$ cat src/rtl/iobus_io_bank.sv
// Address-decoded IOBUS bank: NUM_OUT write/readback registers, NUM_IN synchronised inputs.
// Define IOBUS_IO_BANK_TRACE_EN to build the write-trace FIFO; otherwise trace outputs tie to 0.

module iobus_io_bank_sync (
    input  logic        CLK,
    input  logic        RST_N,
    input  logic [31:0] d,
    output logic [31:0] q
);
    logic [31:0] meta;

    always_ff @(posedge CLK or negedge RST_N) begin
        if (!RST_N) begin
            meta <= '0;
            q    <= '0;
        end else begin
            meta <= d;
            q    <= meta;
        end
    end
endmodule

module iobus_io_bank #(
    parameter int          NUM_OUT     = 4,
    parameter int          NUM_IN      = 4,
    parameter logic [31:0] BASE_ADDR   = 32'h1100_0000,
    parameter int          TRACE_DEPTH = 8
) (
    input  logic                  CLK,
    input  logic                  RST_N,
    input  logic [31:0]           IOBUS_ADDR,
    input  logic [31:0]           IOBUS_OUT,
    input  logic                  IOBUS_WR,
    output logic [31:0]           IOBUS_IN,
    input  logic [NUM_IN*32-1:0]  PORT_IN,
    output logic [NUM_OUT*32-1:0] PORT_OUT,
    output logic                  TRACE_VALID,
    input  logic                  TRACE_READY,
    output logic [3:0]            TRACE_IDX,
    output logic [31:0]           TRACE_DATA,
    output logic                  TRACE_OVF,
    input  logic                  TRACE_CLR
);
    logic [NUM_OUT-1:0][31:0] out_q;
    logic [NUM_IN-1:0][31:0]  sync_q;
    logic [31:0] offset, in_off;
    logic        out_hit, in_hit, wr_acc;
    logic [3:0]  out_idx, in_idx;

    // Unsigned offsets: addresses below a window wrap huge and miss naturally.
    assign offset  = IOBUS_ADDR - BASE_ADDR;
    assign in_off  = offset - 32'h100;
    assign out_hit = (offset[1:0] == 2'b00) && (offset < 32'(4 * NUM_OUT));
    assign in_hit  = (in_off[1:0] == 2'b00) && (in_off < 32'(4 * NUM_IN));
    assign out_idx = offset[5:2];
    assign in_idx  = in_off[5:2];
    assign wr_acc  = IOBUS_WR && out_hit;

    genvar g;
    generate
        for (g = 0; g < NUM_IN; g++) begin : g_sync
            iobus_io_bank_sync u_sync (
                .CLK   (CLK),
                .RST_N (RST_N),
                .d     (PORT_IN[32*g +: 32]),
                .q     (sync_q[g])
            );
        end
    endgenerate

    always_ff @(posedge CLK or negedge RST_N) begin
        if (!RST_N) begin
            out_q <= '0;
        end else begin
            for (int i = 0; i < NUM_OUT; i++)
                if (wr_acc && out_idx == 4'(i)) out_q[i] <= IOBUS_OUT;
        end
    end

    assign PORT_OUT = out_q;

    always_comb begin
        IOBUS_IN = '0;
        for (int i = 0; i < NUM_OUT; i++)
            if (out_hit && out_idx == 4'(i)) IOBUS_IN = out_q[i];
        for (int j = 0; j < NUM_IN; j++)
            if (in_hit && in_idx == 4'(j)) IOBUS_IN = sync_q[j];
    end

`ifdef IOBUS_IO_BANK_TRACE_EN
    localparam int AW = $clog2(TRACE_DEPTH);

    logic [AW:0]                   wr_ptr, rd_ptr;
    logic [TRACE_DEPTH-1:0][35:0]  mem;
    logic                          empty, full, pop, push, ovf_set;

    assign empty   = (wr_ptr == rd_ptr);
    assign full    = (wr_ptr[AW] != rd_ptr[AW]) && (wr_ptr[AW-1:0] == rd_ptr[AW-1:0]);
    assign pop     = !empty && TRACE_READY;
    // A same-cycle pop frees the slot, so a push into a full FIFO still lands.
    assign push    = wr_acc && (!full || pop);
    assign ovf_set = wr_acc && full && !pop;

    always_ff @(posedge CLK or negedge RST_N) begin
        if (!RST_N) begin
            wr_ptr    <= '0;
            rd_ptr    <= '0;
            TRACE_OVF <= 1'b0;
        end else begin
            if (push) wr_ptr <= wr_ptr + 1'b1;
            if (pop)  rd_ptr <= rd_ptr + 1'b1;
            if (ovf_set)        TRACE_OVF <= 1'b1;
            else if (TRACE_CLR) TRACE_OVF <= 1'b0;
        end
    end

    always_ff @(posedge CLK) begin
        if (push) mem[wr_ptr[AW-1:0]] <= {out_idx, IOBUS_OUT};
    end

    assign TRACE_VALID              = !empty;
    assign {TRACE_IDX, TRACE_DATA}  = empty ? 36'h0 : mem[rd_ptr[AW-1:0]];
`else
    logic unused_trace;
    assign unused_trace = TRACE_READY ^ TRACE_CLR;
    assign TRACE_VALID  = 1'b0;
    assign TRACE_IDX    = '0;
    assign TRACE_DATA   = '0;
    assign TRACE_OVF    = 1'b0;
`endif
endmodule
$ cat config.mk
export PLATFORM = sky130hd
export DESIGN_NAME = iobus_io_bank
export DESIGN_NICKNAME = d
export VERILOG_FILES = /design/src/rtl/iobus_io_bank.sv
export SDC_FILE = /design/constraint.sdc
export NUM_CORES = 1
export LEC_CHECK = 0
export BUFFER_PORTS_ARGS = -buffer_cell sky130_fd_sc_hd__buf_2
export CELL_PAD_IN_SITES_DETAIL_PLACEMENT = 0
export CELL_PAD_IN_SITES_GLOBAL_PLACEMENT = 1
export CORE_UTILIZATION = 44
export CTS_BUF_LIST = sky130_fd_sc_hd__clkbuf_2 sky130_fd_sc_hd__clkbuf_4 sky130_fd_sc_hd__clkbuf_8
export CTS_CLUSTER_DIAMETER = 50
export CTS_CLUSTER_SIZE = 10
export DETAILED_ROUTE_END_ITERATION = 12
export PLACE_DENSITY_LB_ADDON = 0.1
export SLEW_MARGIN = 20
export SYNTH_ARGS = -nofsm -noshare
export SYNTH_HDL_FRONTEND = slang
export SYNTH_SLANG_ARGS = --single-unit
$ cat constraint.sdc
create_clock -name CLK -period 2.3 [get_ports CLK]
set_input_delay 0 -clock CLK [delete_from_list [all_inputs] [get_ports CLK]]
set_output_delay 0 -clock CLK [all_outputs]
set_load 0.01 [all_outputs]
# [After elaboration in Yosys (flattened, before gate mapping)]
# Index checks and enable logic that the tools add are counted.
[word_totals] regBits=384 input_bits=197 output_inout_bits=198 wordCells=49
[classes] n_addsub=2 magnitude_cmp=2 eq_ne=6 muxes=8 n_reduce_logical=19
[op_table] cell="2-to-1 mux 32 bit" count=8
[op_table] cell="< comparator 32 x 5 -> 1 bit, second input constant" count=2
[op_table] cell="subtractor 32 x 29 -> 32 bit, second input constant" count=1
[op_table] cell="subtractor 32 x 9 -> 32 bit, second input constant" count=1
[op_table] cell="equality test 4 x 2 -> 1 bit, second input constant" count=4
[op_table] cell="logical AND 1 bit" count=15
[op_table] cell="equality test 4 x 1 -> 1 bit, second input constant" count=2
[op_table] cell="zero test 4 bit" count=2
[op_table] cell="zero test 2 bit" count=2

# [Longest topological paths before layout]
[depth] depth_word=12 mapped_depth=11 mapped_depth_nobuf=8

# [Cells and area by module]
# Synthesis repeated with hierarchy kept, for this count alone.
[unflattened] hier_cells=942 hier_area_um2=14752.9
[by_module_without_submodules] module="iobus_io_bank" n_inst=1 cells_per_inst=686 area_each_um2=8346.8 seq_area_each_um2=3203.1
[by_module_without_submodules] module="iobus_io_bank_sync" n_inst=4 cells_per_inst=64 area_each_um2=1601.5 seq_area_each_um2=1601.5

# [Least setup slack after synthesis]
# No wires, ideal clock.
[synth_path] path_kind="input -> register" startpoint="input port IOBUS_ADDR[24]" endpoint="register out_q (netlist bit PORT_OUT[10])" setup_ns=0.128 arrival_time_ns=2.067 required_time_ns=2.172 path_slack_ns=0.106 stages=10 n_path_buf=2 cell_sequence="inv_1 ha_1 or3b_2 o221ai_1 o2111a_1 nand4b_1 buf_2 nor2_4 buf_4 mux2_1"
[synth_between] elab_chain_cells=5
[synth_rtl] element="start: declaration" line="31" source="input logic [31:0] IOBUS_ADDR,"
[synth_rtl] element="subtractor 32 x 29 -> 32 bit" line="51" source="assign offset = IOBUS_ADDR - BASE_ADDR;"
[synth_rtl] element="< comparator 32 x 5 -> 1 bit" line="53" source="assign out_hit = (offset[1:0] == 2'b00) && (offset < 32'(4 * NUM_OUT));"
[synth_rtl] element="logical AND 1 bit" line="53"
[synth_rtl] element="logical AND 1 bit" line="57" source="assign wr_acc = IOBUS_WR && out_hit;"
[synth_rtl] element="logical AND 1 bit" line="76" source="if (wr_acc && out_idx == 4'(i)) out_q[i] <= IOBUS_OUT;"
[synth_rtl] element="end signal: assignment" line="73" source="out_q <= '0;"
[synth_rtl] element="end signal: indexed assignment" line="76"
[synth_rtl] element="end: declaration" line="44" source="logic [NUM_OUT-1:0][31:0] out_q;"
# Every way passes these cells.
# A chain may end at the register's enable or synchronous reset.

# [Final worst setup path]
[layout_path] startpoint="input port IOBUS_ADDR[25]" endpoint="output port IOBUS_IN[7]"
[layout_between] elab_chain_cells=12 elab_cells_between_ends=22 cone_classes="2 x add/sub; 2 x order compare; 8 x mux; 10 x reduce/logical"
[layout_rtl] element="subtractor 32 x 29 -> 32 bit *" line="51"
[layout_rtl] element="branches (longest 10 deep; another with subtractor 32 x 9 -> 32 bit)"
[layout_rtl] element="2-to-1 mux 32 bit *" line="87" source="if (in_hit && in_idx == 4'(j)) IOBUS_IN = sync_q[j];"
[layout_rtl] element="end: declaration" line="34" source="output logic [31:0] IOBUS_IN,"
# Every way passes the cells marked *.

==> impl_metrics.toml <==
[detailed_routing]
vias = 9442
drtPass1Iterations = 4
wl_per_cell_um = 19.3
wirelength_um = 37200
final_antenna_net_count = 0
drc = 0
via_per_inst = 4.90
drtIter0Drc = 327

[power_and_ir_drop]
vdd_ir_drop_max_v = 0.000468
clkPwrFrac_pct = 35.5
seq_power_share_pct = 56.9
p_switching_mw = 2.74
p_int_mw = 9.62
p_leak_nw = 10.1
total_power_mw = 12.4
pwr-share-comb_pct = 7.6
swShare_pct = 22.2
power_density_nw_per_um2 = 618

[placement]
gp_congestion = 0.804
pre_cts_slack_ns = -0.303
place_area_sq_um = 16900
hpwl_um = 25100
port_buffers = 354

[clocking]
clock_latency_ns = 0.55
cts_tree = "built"
cts_htree_levels = 2
cts.reportedPaths.clkPinSlew_ns = 0.07
cts_root_buf = "clkbuf_8"
cts_made_buffers = 46
clk_path_buf_depth = 3
cts_num_sinks = 384

[grt]
grt_pass1_vias = 9944
antenna_found_initial = 1
grt_max_degree = 76
grt_overflow = 0
grt.total_usage_pct = 22.9
grt_pass1_wl_um = 57300

[sta]
slew_viol_final = 0
setup_ws_ns = -0.0955
hold_viol_final = 0
tightest_slew_ns = 0.611
timing.fmax_ghz = 0.417
finalSetupViolations = 5
slew_headroom_pct = 59.3
rsz0062_at_grt = "true"
finalClockSkew_ns = 0.00884
min_period_ns = 2.40
layout_worst_path_cycle_share_pct = 104

[synth]
yosys.area.top_type = "dfrtp_1"
synth_cell_types = 58
yosys_warnings = 0
synth_flop_cell = "dfrtp_1"
syn-cell-area_sq_um = 14200
yosysSeqAreaShare_pct = 67.8
synth-edff-count = 0
ys_ff_latch = 384
yosysTopAreaCellShare_pct = 67.8
avgSynthCellArea_sq_um = 15.5
ys_top_cells_by_count = "384 x dfrtp_1, 128 x mux2_1, 84 x mux2i_1, 60 x nor2_1, 51 x buf_4"
postSynthCellCount = 916
synth_area_leaders = "dfrtp_1 68%, mux2_1 10%, mux2i_1 5.9%, buf_4 2.7%, mux2_2 2.4%"
synth.most_common_cell = "dfrtp_1"
ys_async_sr_fraction_pct = 100

[die]
fp-row-count = 65
initial_core_util_pct = 44.8
chipHeight_um = 181
die-area_sq_um = 32900
die_width_um = 181
core_sq_um = 31600
boundaryPins = 395

[setup_path]
cp-start-kind = "input port"
path_class = "in2out"
r2r_slack_ns = 1.46
reg2reg_from = "PORT_OUT[69]"
end_kind = "output port"
r2r-end = "PORT_OUT[69]"
cp.required_ns = 2.30
ff2ff_path_depth = 1
crit_arrival_ns = 2.40
worst-path-max-fanout = 8

[cells_and_area]
syn_to_final_growth_pct = 41.2
layout-drive-gt1-share_pct = 40.3
post-route-util_pct = 63.3
insertedDiodeCount = 0
final_nets = 1713
finish.instance_area_sq_um = 20000

[min_path]
hp-class = "in2async"

[status]
failed_checks = "negative setup slack"
status = "finished, violations left"

[job]
maxCapViolations = 0
-- critical path, cell delays in order --
cell and delay, ns:
buf_8 0.10, inv_4 0.05, ha_4 0.14, buf_6 0.09, or3b_4 0.40, xnor2_4 0.16, o311a_4 0.16, or3_4 0.39
and4_4 0.22, buf_12 0.16, a222oi_1 0.30, buf_2 0.21
-- repair_timing --
item,in CTS,in global routing
pin swaps,18,11
gates resized for setup,59,54
endpoints found under the setup margin,32,32
hold endpoints to repair,579,0
cloned,1,0
hold buffers,161,0
buffers inserted,11,4
-- layer usage --
| metal | vias to the layer above | GRT usage (%) | routed length, um |
|---|---|---|---|
| li1 | 4335 | - | - |
| met1 | 4739 | 30.4 | 16000 |
| met2 | 306 | 38.0 | 18200 |
| met3 | 60 | 4.91 | 2070 |
| met4 | 2 | 6.78 | 888 |
| met5 | - | 0 | 9 |
-- per-stage QoR --
step	cells	TNS [ns]	hold slack, ns
2_1_floorplan	953	0	-0.296
3_3_place_gp	1694	-26.36	0.0283
3_5_place_dp	1694	-27.76	0.0204
4_1_cts	1924	-0.151	0.0325
5_1_grt	1927	-2.02	0.0473
6_report	1927	-0.204	0.0474
-- registers in the layout, summed over array words and instances, names as in the netlist --
register / flops
PORT_OUT: 128
g_sync.u_sync.meta: 128
g_sync.u_sync.q: 128
-- cell usage in the layout, fill, tap and decap left out, types with 30 or more instances in the layout --
cell / netlist / final
clkbuf_8: 0 / 51
mux2_1: 128 / 128
buf_2: 12 / 344
buf_4: 51 / 48
conb_1: 1 / 38
nor2_1: 60 / 48
mux2i_1: 84 / 84
mux2_2: 30 / 30
dlygate4sd3_1: 0 / 161
dfrtp_1: 384 / 384
-- how the worst max path moves through the flow --
stage                         endpoint  slack [ns]      startpoint  cells after the start
after global placement     IOBUS_IN[8]       -0.26  IOBUS_ADDR[25]                     13
final                      IOBUS_IN[7]        -0.1  IOBUS_ADDR[25]                     12
after CTS                  IOBUS_IN[7]       -0.11  IOBUS_ADDR[25]                     13
after detailed placement   IOBUS_IN[8]       -0.30  IOBUS_ADDR[25]                     13
after floorplan           PORT_OUT[10]        0.11  IOBUS_ADDR[24]                     10
after global routing       IOBUS_IN[7]       -0.15  IOBUS_ADDR[25]                     14
-- power by group through the flow --
| stage | clock network (mW) | registers (mW) | logic, mW |
|---|---|---|---|
| after floorplan | 0 | 7.14 | 0.294 |
| after global placement | 0 | 7.15 | 0.689 |
| after detailed placement | 0 | 7.16 | 0.691 |
| after CTS | 4.53 | 7.03 | 0.935 |
| after global routing | 4.84 | 7.05 | 1.04 |
| final | 4.38 | 7.03 | 0.944 |
-- cells by family after synthesis --
| family | Yosys count | share of synthesized area [%] |
|---|---|---|
| other cells | 1 | 0.0265 |
| simple gates | 110 | 4.27 |
| compound gates | 75 | 4.12 |
| buf+inv | 93 | 4.03 |
| xor+xnor | 4 | 0.300 |
| flops | 384 | 67.8 |
| mux | 247 | 19.3 |
| fa+ha+maj | 2 | 0.177 |
-- final cells by class --
type                       count  area (sq um)
fill                        2419         11600
sequential                   384          9610
multi-input combinational    476          4640
timing repair buffer         598          4440
clock buffer                  54           724
tap                          402           503
clock inverter                 5          63.8
inverter                       8          32.5
Note: power is estimated with default switching activity, not from simulation.
